===== src/rtl/sevenseg_pkg.sv =====
// Shared definitions for the seven-segment scan driver: segment lookup,
// scan states and the nibble-to-pattern helper. Patterns are active-high.
package sevenseg_pkg;

    // Segments a..g in bits 0..6 for hex digits 0-F
    localparam logic [6:0] SEG_HEX [16] = '{
        7'h3F, 7'h06, 7'h5B, 7'h4F, 7'h66, 7'h6D, 7'h7D, 7'h07,
        7'h7F, 7'h6F, 7'h77, 7'h7C, 7'h39, 7'h5E, 7'h79, 7'h71
    };

    // All segments and the decimal point dark
    localparam logic [7:0] SEG_OFF = 8'h00;

    typedef enum logic [1:0] {
        IDLE,
        BLANK,
        SHOW
    } state_t;

    // Full 8-bit pattern: decimal point in bit 7, segments below it
    function automatic logic [7:0] seg_decode(input logic [3:0] nibble, input logic dp);
        return {dp, SEG_HEX[nibble]};
    endfunction

endpackage


===== src/rtl/sevenseg_hex_decoder.sv =====
// Combinational hex-to-segment decoder with a blank input that darkens
// segments a..g while leaving the decimal point alone.
module sevenseg_hex_decoder
    import sevenseg_pkg::*;
(
    input  logic [3:0] nibble,
    input  logic       dp,
    input  logic       blank,
    output logic [7:0] pattern
);

    // Look up the digit, then mask the segments for a suppressed leading zero
    always_comb begin
        pattern = seg_decode(nibble, dp);
        if (blank) begin
            pattern[6:0] = 7'h00;
        end
    end

endmodule


===== src/rtl/driver_sevenseg_scan_bus.sv =====
// Time-multiplexed driver for a bank of seven-segment digits on a shared
// segment bus. One digit is lit at a time, separated by a dark dead time,
// and the displayed data is captured once per frame so it never tears.
module driver_sevenseg_scan_bus
    import sevenseg_pkg::*;
#(
    parameter int DIGITS         = 2,
    parameter int ON_TICKS       = 4,
    parameter int DEAD_TICKS     = 1,
    parameter bit SEG_ACTIVE_LOW = 1'b1,
    parameter bit SEL_ACTIVE_LOW = 1'b0,
    parameter bit LZ_SUPPRESS    = 1'b1
) (
    input  logic                  aclk,
    input  logic                  reset,
    input  logic                  tick,
    input  logic                  en,
    input  logic [4*DIGITS-1:0]   data,
    input  logic [DIGITS-1:0]     dots,
    output logic [7:0]            seg_bus,
    output logic [DIGITS-1:0]     digit_sel,
    output logic                  frame_done
);

    if (DIGITS < 1 || ON_TICKS < 1) begin : g_bad_params
        $error("driver_sevenseg_scan_bus: DIGITS and ON_TICKS must both be >= 1");
    end

    localparam int MAX_TICKS = (ON_TICKS > DEAD_TICKS) ? ON_TICKS : DEAD_TICKS;
    localparam int CNT_W     = $clog2(MAX_TICKS + 1);
    localparam int IDX_W     = (DIGITS > 1) ? $clog2(DIGITS) : 1;

    localparam logic [CNT_W-1:0] ON_LAST   = CNT_W'(ON_TICKS - 1);
    localparam logic [CNT_W-1:0] DEAD_LAST = (DEAD_TICKS > 0) ? CNT_W'(DEAD_TICKS - 1) : '0;
    localparam logic [IDX_W-1:0] IDX_LAST  = IDX_W'(DIGITS - 1);

    logic                  en_meta;
    logic                  en_s;
    state_t                state;
    logic [IDX_W-1:0]      idx;
    logic [CNT_W-1:0]      cnt;
    logic [4*DIGITS-1:0]   snap_data;
    logic [DIGITS-1:0]     snap_dots;
    logic [7:0]            seg_q;
    logic [DIGITS-1:0]     sel_q;

    logic [3:0]            nibble;
    logic                  dp;
    logic                  lz_blank;
    logic [7:0]            pattern;
    logic                  blank_done;
    logic                  show_done;

    // Two-flop synchroniser for the asynchronous enable
    always_ff @(posedge aclk) begin
        // NOTE: non-blocking assignments let both flops sample the old values on the same edge; blocking would collapse the synchroniser into one flop.
        if (reset) begin
            en_meta <= 1'b0;
            en_s    <= 1'b0;
        end else begin
            en_meta <= en;
            en_s    <= en_meta;
        end
    end

    // Select the current digit from the snapshot and decide on leading-zero blanking
    always_comb begin
        // NOTE: every output of this block gets a value before any condition, so no latch can be inferred.
        nibble     = 4'(snap_data >> {idx, 2'b00});
        dp         = 1'(snap_dots >> idx);
        lz_blank   = LZ_SUPPRESS && (idx != '0) && ((snap_data >> {idx, 2'b00}) == '0);
        blank_done = (DEAD_TICKS == 0) || (tick && (cnt == DEAD_LAST));
        show_done  = tick && (cnt == ON_LAST);
    end

    sevenseg_hex_decoder u_decoder (
        .nibble  (nibble),
        .dp      (dp),
        .blank   (lz_blank),
        .pattern (pattern)
    );

    // Scan FSM with snapshot, counters and registered active-high outputs
    always_ff @(posedge aclk) begin
        if (reset) begin
            state      <= IDLE;
            idx        <= '0;
            cnt        <= '0;
            snap_data  <= '0;
            snap_dots  <= '0;
            seg_q      <= SEG_OFF;
            sel_q      <= '0;
            frame_done <= 1'b0;
        end else begin
            frame_done <= 1'b0;

            // A falling enable darkens the outputs immediately, not after IDLE is reached
            if (en_s && state == SHOW) begin
                seg_q <= pattern;
                sel_q <= DIGITS'(1) << idx;
            end else begin
                seg_q <= SEG_OFF;
                sel_q <= '0;
            end

            if (!en_s) begin
                state <= IDLE;
                idx   <= '0;
                cnt   <= '0;
            end else begin
                case (state)
                    IDLE: begin
                        snap_data <= data;
                        snap_dots <= dots;
                        idx       <= '0;
                        cnt       <= '0;
                        state     <= BLANK;
                    end
                    BLANK: begin
                        if (blank_done) begin
                            cnt   <= '0;
                            state <= SHOW;
                        end else if (tick) begin
                            cnt <= cnt + CNT_W'(1);
                        end
                    end
                    SHOW: begin
                        if (show_done) begin
                            cnt   <= '0;
                            state <= BLANK;
                            if (idx == IDX_LAST) begin
                                idx        <= '0;
                                frame_done <= 1'b1;
                                snap_data  <= data;
                                snap_dots  <= dots;
                            end else begin
                                idx <= idx + IDX_W'(1);
                            end
                        end else if (tick) begin
                            cnt <= cnt + CNT_W'(1);
                        end
                    end
                    default: begin
                        cnt   <= '0;
                        state <= IDLE;
                    end
                endcase
            end
        end
    end

    // Board polarity is applied after the registers
    assign seg_bus   = seg_q ^ {8{SEG_ACTIVE_LOW}};
    assign digit_sel = sel_q ^ {DIGITS{SEL_ACTIVE_LOW}};

endmodule


===== config.mk =====
export PLATFORM = sky130hd
export DESIGN_NAME = driver_sevenseg_scan_bus
export DESIGN_NICKNAME = d
export VERILOG_FILES = /design/src/rtl/sevenseg_pkg.sv /design/src/rtl/sevenseg_hex_decoder.sv /design/src/rtl/driver_sevenseg_scan_bus.sv
export SDC_FILE = /design/constraint.sdc
export NUM_CORES = 1
export LEC_CHECK = 0
export ABC_AREA = 0
export CAP_MARGIN = 20
export CORE_ASPECT_RATIO = 0.9
export CORE_MARGIN = 2
export CORE_UTILIZATION = 28
export CTS_CLUSTER_DIAMETER = 50
export DETAILED_ROUTE_END_ITERATION = 16
export SYNTH_ARGS = -nofsm -noshare
export SYNTH_HDL_FRONTEND = slang
export SYNTH_SLANG_ARGS = --single-unit
export TNS_END_PERCENT = 50

===== constraint.sdc =====
create_clock -name aclk -period 3 [get_ports aclk]
set_clock_uncertainty 0.2 [all_clocks]
set_input_delay 0.6 -clock aclk [delete_from_list [all_inputs] [get_ports aclk]]
set_output_delay 0.6 -clock aclk [all_outputs]
set_load 0.005 [all_outputs]

# Word-level counts from Yosys, hierarchy flattened
# Memories as Yosys holds them, arrays and structs flattened. A register that Yosys moved wholly into a read port is not among the register bits.
# Index checks and enable logic that the tools add are counted.
[op_classes]
n_shift = 3
bitwise_logic = 6
muxes = 17
n_eq_ne = 6
n_reduce_logical = 15
n_addsub = 2
[op_table]
columns = ["op", "n"]
rows = [
  ["two-way mux 8 bit", 2],
  ["one-hot mux 8 bit (2 select lines)", 1],
  ["two-way mux 3 bit", 3],
  ["logical NOT 8 bit", 1],
  ["two-way mux 2 bit", 4],
  ["inverter 8 bit", 1],
  [">> shifter 8 x 3 -> 8 bit", 1],
  ["!= test 2 bit (second input constant)", 3],
  ["one-hot mux 2 bit (3 select lines)", 1],
  ["one-hot mux 3 bit (2 select lines)", 1],
  ["inverter 4 -> 5 bit", 1],
  ["logical AND 1 bit", 4],
  ["inverter 1 bit", 4],
  ["one-hot mux 2 bit (2 select lines)", 1],
  ["AND reduction 2 bit", 2],
  ["AND reduction 4 bit", 1],
  ["OR reduction 2 bit", 2],
  ["OR reduction 4 bit", 1],
  ["adder 3 x 1 -> 3 bit (second input constant)", 1],
  ["equality test 3 x 2 -> 1 bit (second input constant)", 1],
  ["logical NOT 3 bit", 1],
  ["two-way mux 1 bit", 3],
  ["OR reduction 3 bit", 1],
  ["equality test 2 x 1 -> 1 bit (second input constant)", 1],
  ["other kinds (7)", 7],
]
[word_totals]
out_inout_bits = 11
romBits = 112
memories = 1
in_bits = 14
elab_cells = 60
regBits = 22
[mem_list]
columns = ["name", "words", "word_bits", "read_ports", "rd_ports_with_merged_regs", "wr", "line", "text"]
rows = [
  ["(no name shown)", 16, 7, 1, 1, 0, "sevenseg_pkg.sv:22", "return {dp, SEG_HEX[nibble]};"],
]

# Logic depth before layout (Yosys ltp)
# Gate-level depths: netlist of the first run.
[depth]
word_depth = 4
depth_mapped = 9

# Modules after synthesis
# From an unflattened synthesis of the first run, not the netlist that was laid out.
[hier_totals]
hier_cells = 203
area_unflattened_um2 = 1808.0
[modules_own_cells]
columns = ["module", "seq_area_each_um2", "cells_per_inst", "n_inst", "area_per_inst_um2"]
rows = [
  ["driver_sevenseg_scan_bus", 580.6, 167, 1, 1539.0],
  ["sevenseg_hex_decoder", 0.0, 36, 1, 269.0],
]

# Worst setup path before layout of the first run
# Ideal clock, no wire load.
[synth_timing]
path_kind = "flip-flop to flip-flop"
from = "register idx"
to = "register seg_q[3]"
path_stages_with_launch = 10
path_slack_ns = 0.742
required_ns = 2.730
arrival_ns = 1.988
synth_period_minus_slack_ns = 2.258
path_buffers = 2
path_cell_list = "dfxtp_1 -> buf_4 -> buf_6 -> mux2i_1 -> inv_1 -> ha_1 -> nor2b_1 -> o32ai_1 -> o21ai_1 -> a21oi_1"
[synth_via]
elab_chain_len = 4
word_cells_on_any_way = 5
classes_between = "shift (1); bitwise (1); reduce/logical (3)"
[synth_lines]
columns = ["element", "line", "text"]
rows = [
  ["start, declared", "driver_sevenseg_scan_bus.sv:40", "logic [IDX_W-1:0] idx;"],
  ["start signal, assigned", "driver_sevenseg_scan_bus.sv:137", "idx <= idx + IDX_W'(1);"],
  [">> shifter 8 x 3 -> 8 bit", "driver_sevenseg_scan_bus.sv:71", "lz_blank = LZ_SUPPRESS && (idx != '0) && ((snap_data >> {idx, 2'b00}) == '0);"],
  ["logical NOT 8 bit", "driver_sevenseg_scan_bus.sv:71", ""],
  ["logical AND 1 bit", "driver_sevenseg_scan_bus.sv:71", ""],
  ["OR reduction 3 bit (no source line)", "-", ""],
  ["end, declared", "driver_sevenseg_scan_bus.sv:44", "logic [7:0] seg_q;"],
]
# Several ways; a longest one is shown, not always the timed one.
# A chain may end at the register's enable or synchronous reset.

# Worst setup path after layout of the first run
# Same ends and word-level chain as after synthesis.

==> results.sh, run 1 <==
export IMPL_min_path_type="reg -> reg"
export IMPL_cap_violations=0
export IMPL_max_slew_worst_pin_slew_ns=0.450
export IMPL_critPathKind="reg -> reg"
export IMPL_grt_max_degree=21
export IMPL_yosysWarnings=0
export IMPL_status="completed"
export IMPL_grt_pass1_wl_mm=5.00
export IMPL_routed_wl_mm=2.85
export IMPL_ctsHoldBuffers=0
export IMPL_slew_headroom=0.691
export IMPL_power_density_nw_per_um2=402
export IMPL_fp_dieH_um=74.4
export IMPL_fin_crit_sh=0.766
export IMPL_vias=1207
export IMPL_vias_per_cell=4.54
export IMPL_final_setup_viol_count=0
export IMPL_clk_path_buf_depth=2
export IMPL_dp_hpwl_mm=2.13
export IMPL_hold_viol=0
export IMPL_hold_path_depth=1
export IMPL_area_growth_pct=24.7
export IMPL_clock_latency_ns=0.28
export IMPL_grt_usage=0.109
export IMPL_cts_root_buf="clkbuf_8"
export IMPL_synth_cells=171
export IMPL_grt_overflow_total=0
export IMPL_slew_viol_final=0
export IMPL_num_rows=25
export IMPL_nets=226
export IMPL_synth_nets=199
export IMPL_cts_resized=0
export IMPL_fp_dieW_um=82.2
export IMPL_syn_cell_area_um2=1540
export IMPL_reg2regPathDepth=7
export IMPL_synth_edf_count=0
export IMPL_cts_buffers=5
export IMPL_start_util=0.291
export IMPL_fmax_mhz=435
export IMPL_vdd_drop_max_uv=195
export IMPL_first_global_vias=1109
export IMPL_diodes=0
export IMPL_wl_per_cell_um=10.7
export IMPL_die_area_um2=6110
export IMPL_syn_avg_cell_area_um2=9.01
export IMPL_cp_end_kind="register"
export IMPL_ios=25
export IMPL_fillers=523
export IMPL_clk_pin_slew_ns=0.06
export IMPL_antenna_found_initial=0
export IMPL_drive_gt1_frac=0.0955
export IMPL_ys_seq_area_frac=0.377
export IMPL_first_pass_iters=4
export IMPL_cp_required_ns=3.02
export IMPL_drc_errors=0
export IMPL_core_area_um2=5290
export IMPL_dr_first_iter_drc_count=62
export IMPL_portBuffers=24
export IMPL_gp_congestion=0.798
export IMPL_rsz0062_at_grt="no"
export IMPL_async_reset_ff_frac=0
export IMPL_final_common_cell="dfxtp_1"
export IMPL_fin_tns_setup_ns=0
export IMPL_cts_setup_buffers=0
export IMPL_clkSinkCount=29
export IMPL_yosysUniqueCellTypes=34
export IMPL_leakage_nw=0.791
export IMPL_cp_max_fo=5
export IMPL_critical_path_startpoint_type="register"
export IMPL_period_needed_ns=2.30
export IMPL_mostFrequentLayoutCells="dfxtp_1 (29), nor2_1 (25), clkdlybuf4s50_1 (24), inv_1 (17)"
export IMPL_worstPathArrival_ns=2.31
export IMPL_yosys_register_bits=29
export IMPL_synthFlopType="dfxtp_1"
export IMPL_ant_nets=0
export IMPL_power_mw=0.773
export IMPL_cts_htree_levels=2
export IMPL_cts_tree="done"
[synth_stat cells (2+ instances only)]
cell	number	area (µm²)
mux2i_1	14	140
o21ai_0	3	15.0
nor2_1	25	93.8
inv_1	17	63.8
nand2b_1	3	18.8
a211oi_1	5	37.5
and2_1	2	12.5
nand2_1	9	33.8
o21ai_1	2	10.0
dfxtp_1	29	581
buf_2	3	15.0
ha_1	14	175
o32ai_1	2	17.5
nand3b_1	2	15.0
nor2b_1	6	37.5
nor3_1	3	15.0
buf_6	3	33.8
a21oi_1	13	65.1
[state kept, by name, indices dropped and copies added (netlist names), 2 cells and up]
| signal | count |
|---|---|
| seg_q | 8 |
| snap_data | 8 |
| cnt | 3 |
| digit_sel | 2 |
| snap_dots | 2 |
| state | 2 |
[worst max-delay path, stage by stage (launching register included)]
cell     delay (ns)
dfxtp_1        0.35
mux2i_1        0.43
inv_1          0.16
ha_1           0.29
nor2b_1        0.15
o32ai_1        0.37
o21ai_1        0.12
a21oi_1        0.15
[final timing paths]
kind / slack, ns / to / startpoint
min reg2reg: 0.24 / en_s / en_meta
max: 0.70 / seg_q[3] / idx
max reg2reg: 0.70 / seg_q[3] / idx
min: 0.24 / en_s / en_meta
[routing by layer]
layer | vias up | global-route usage | share of wire
li1 | 628 | - | -
met3 | 7 | 0.0400 | 0.061
met4 | 0 | 0.0667 | 0.027
met1 | 534 | 0.150 | 0.54
met5 | - | 0 | 0
met2 | 38 | 0.144 | 0.37
[area by class of cell]
type	count	area [µm²]	share of cell area
Tap cell	67	83.8	0.0436
Clock inverter	3	17.5	0.00912
Inverter	17	63.8	0.0332
Clock buffer	5	68.8	0.0358
Timing Repair Buffer	28	270	0.141
Multi-Input combinational cell	117	836	0.435
Sequential cell	29	581	0.302
[stage by stage]
stage / instance area [µm²] / hold slack (ns) / worst slack (ns) / instances / utilization
after floorplan: 1540 / 0.214 / 0.742 / 171 / -
after global placement: 1830 / 0.231 / 0.618 / 258 / 0.347
after detailed placement: 1830 / 0.230 / 0.600 / 258 / 0.347
after CTS: 1920 / 0.246 / 0.693 / 266 / 0.363
after global routing: 1920 / 0.271 / 0.478 / 266 / 0.363
final: 1920 / 0.241 / 0.701 / 266 / 0.363
[kinds of logic after synthesis]
logic type	after synthesis	synth area share
buf+inv	25	0.0804
xor+xnor	1	0.00569
fa+ha+maj	14	0.114
compound gates	32	0.147
mux	16	0.107
simple gates	54	0.169
flops	29	0.377
[power breakdown]
part / switching [mW] / leakage (nW) / internal, mW
logic: 0.0289 / 0.512 / 0.0355
clock network: 0.150 / 0.0439 / 0.159
registers: 0.00776 / 0.235 / 0.391
total: 0.186 / 0.791 / 0.586
No activity file was read; power rests on OpenSTA's default activity.
==> inputs of run 2 (changes only) <==
==> constraint.sdc (replaced) <==
create_clock -name aclk -period 2.3 [get_ports aclk]
set_clock_uncertainty 0.2 [all_clocks]
set_input_delay 0.46 -clock aclk [delete_from_list [all_inputs] [get_ports aclk]]
set_output_delay 0.46 -clock aclk [all_outputs]
set_load 0.005 [all_outputs]
==> run 2 against run 1 <==
Net effect:
- final area grew 2.7%
- sequential share of layout area shrank 0.81 points
- count of clock-buffer cells in the layout grew 2
- critical path depth is the same
==> results.sh, run 2 (synthesis results as in run 1) <==
export IMPL_portBuffers=24
export IMPL_max_slew_worst_pin_slew_ns=0.409
export IMPL_nets=231
export IMPL_area_growth_pct=28.1
export IMPL_drive_gt1_frac=0.118
export IMPL_dr_first_iter_drc_count=93
export IMPL_p_sw_mw=0.241
export IMPL_rsz0062_at_grt="no"
export IMPL_ctsHoldBuffers=0
export IMPL_cap_violations=0
export IMPL_final_common_cell="dfxtp_1"
export IMPL_status="completed"
export IMPL_fmax_mhz=497
export IMPL_fin_crit_sh=0.875
export IMPL_num_rows=25
export IMPL_power_density_nw_per_um2=543
export IMPL_clk_path_buf_depth=2
export IMPL_clk_pin_slew_ns=0.06
export IMPL_critical_path_startpoint_type="register"
export IMPL_hold_path_depth=1
export IMPL_mostFrequentLayoutCells="dfxtp_1 (29), nor2_1 (25), clkdlybuf4s50_1 (24), inv_1 (17)"
export IMPL_cts_resized=0
export IMPL_fin_ws_ns=0.288
export IMPL_vias=1235
export IMPL_critPathKind="reg -> reg"
export IMPL_power_share_switching=0.225
export IMPL_first_global_vias=1109
export IMPL_die_area_um2=6110
export IMPL_antenna_found_initial=0
export IMPL_core_area_um2=5290
export IMPL_cp_max_fo=3
export IMPL_ios=25
export IMPL_post_place_ws_ns=0.150
export IMPL_vias_per_cell=4.56
export IMPL_vdd_drop_max_uv=277
export IMPL_ant_nets=0
export IMPL_first_pass_iters=4
export IMPL_worstPathArrival_ns=2.02
export IMPL_grt_max_degree=20
export IMPL_cts_root_buf="clkbuf_8"
export IMPL_cp_required_ns=2.31
export IMPL_grt_usage=0.111
export IMPL_fin_tns_setup_ns=0
export IMPL_hold_viol=0
export IMPL_fp_dieW_um=82.2
export IMPL_cp_end_kind="register"
export IMPL_cts_buffers=5
export IMPL_cts_tree="done"
export IMPL_min_path_type="reg -> reg"
export IMPL_gp_congestion=0.866
export IMPL_p_comb_frac=0.083
export IMPL_diodes=0
export IMPL_reg2regPathDepth=7
export IMPL_start_util=0.291
export IMPL_drc_errors=0
export IMPL_cts_setup_buffers=0
export IMPL_p_seq_frac=0.486
export IMPL_grt_overflow_total=0
export IMPL_clkSinkCount=29
export IMPL_period_needed_ns=2.01
export IMPL_internal_power_mw=0.830
export IMPL_fp_dieH_um=74.4
export IMPL_wl_per_cell_um=10.9
export IMPL_p_clk_frac=0.431
export IMPL_slew_viol_final=0
export IMPL_rrSetupSlack_ns=0.29
export IMPL_cts_htree_levels=2
export IMPL_final_setup_viol_count=0
export IMPL_dp_hpwl_mm=2.27
export IMPL_leakage_nw=0.825
export IMPL_reg_top3="seg_q (8), snap_data (8), cnt (3)"
export IMPL_slew_headroom=0.722
export IMPL_routed_wl_mm=2.96
export IMPL_clock_latency_ns=0.28
export IMPL_grt_pass1_wl_mm=5.10
==> run 2: changes by cell type in the layout (fill, tap and decap cells not counted), sizes merged <==
cell      previous run  this run
buf                  4         9
clkbuf               5         7
clkinv               2         1
clkinvlp             1         0
==> run 2: critical path: stages, from the launching register on <==
cell	delay, ns
dfxtp_1	0.39
mux2i_1	0.25
inv_1	0.11
ha_1	0.24
nor2b_1	0.13
o32ai_1	0.34
o21ai_1	0.12
a21oi_1	0.16
==> run 2: final timing paths <==
check,endpoint,startpoint
worst max-delay path,seg_q[3],idx
worst min-delay path,en_s,en_meta
worst max register to register,seg_q[3],idx
worst min register to register,en_s,en_meta
==> run 2: metrics by stage <==
| stage | power, mW | util | area [µm²] | hold WS (ns) | cells |
|---|---|---|---|---|---|
| 2_1_floorplan | 0.582 | - | 1540 | 0.214 | 171 |
| 3_3_place_gp | 0.620 | 0.354 | 1870 | 0.222 | 263 |
| 3_5_place_dp | 0.621 | 0.354 | 1870 | 0.233 | 263 |
| 4_1_cts | 1.08 | 0.373 | 1970 | 0.252 | 271 |
| 5_1_grt | 1.12 | 0.373 | 1970 | 0.276 | 271 |
| 6_report | 1.07 | 0.373 | 1970 | 0.245 | 271 |
==> run 2: area by class of cell <==
class | instances | area (µm²)
inverter | 17 | 63.8
fill | 555 | 3310
multi-input combinational | 117 | 836
tap | 67 | 83.8
timing repair buffer | 33 | 308
sequential | 29 | 581
clock inverter | 1 | 5.00
clock buffer | 7 | 96.3
==> run 2: metal layers <==
layer	part of all wire	wire length, µm	up-vias	global-route usage
met1	0.52	1530	556	0.157
met5	0	0	-	0
li1	-	-	642	-
met4	0.025	73	0	0.0667
met2	0.40	1190	30	0.144
met3	0.054	159	7	0.0364
==> run 2: power groups by stage <==
stage / clock network (mW) / logic, mW / registers (mW)
after global placement: 0 / 0.0889 / 0.531
after CTS: 0.473 / 0.0903 / 0.520
after detailed placement: 0 / 0.0898 / 0.531
after global routing: 0.502 / 0.0991 / 0.522
final: 0.462 / 0.0892 / 0.520
after floorplan: 0 / 0.0560 / 0.526
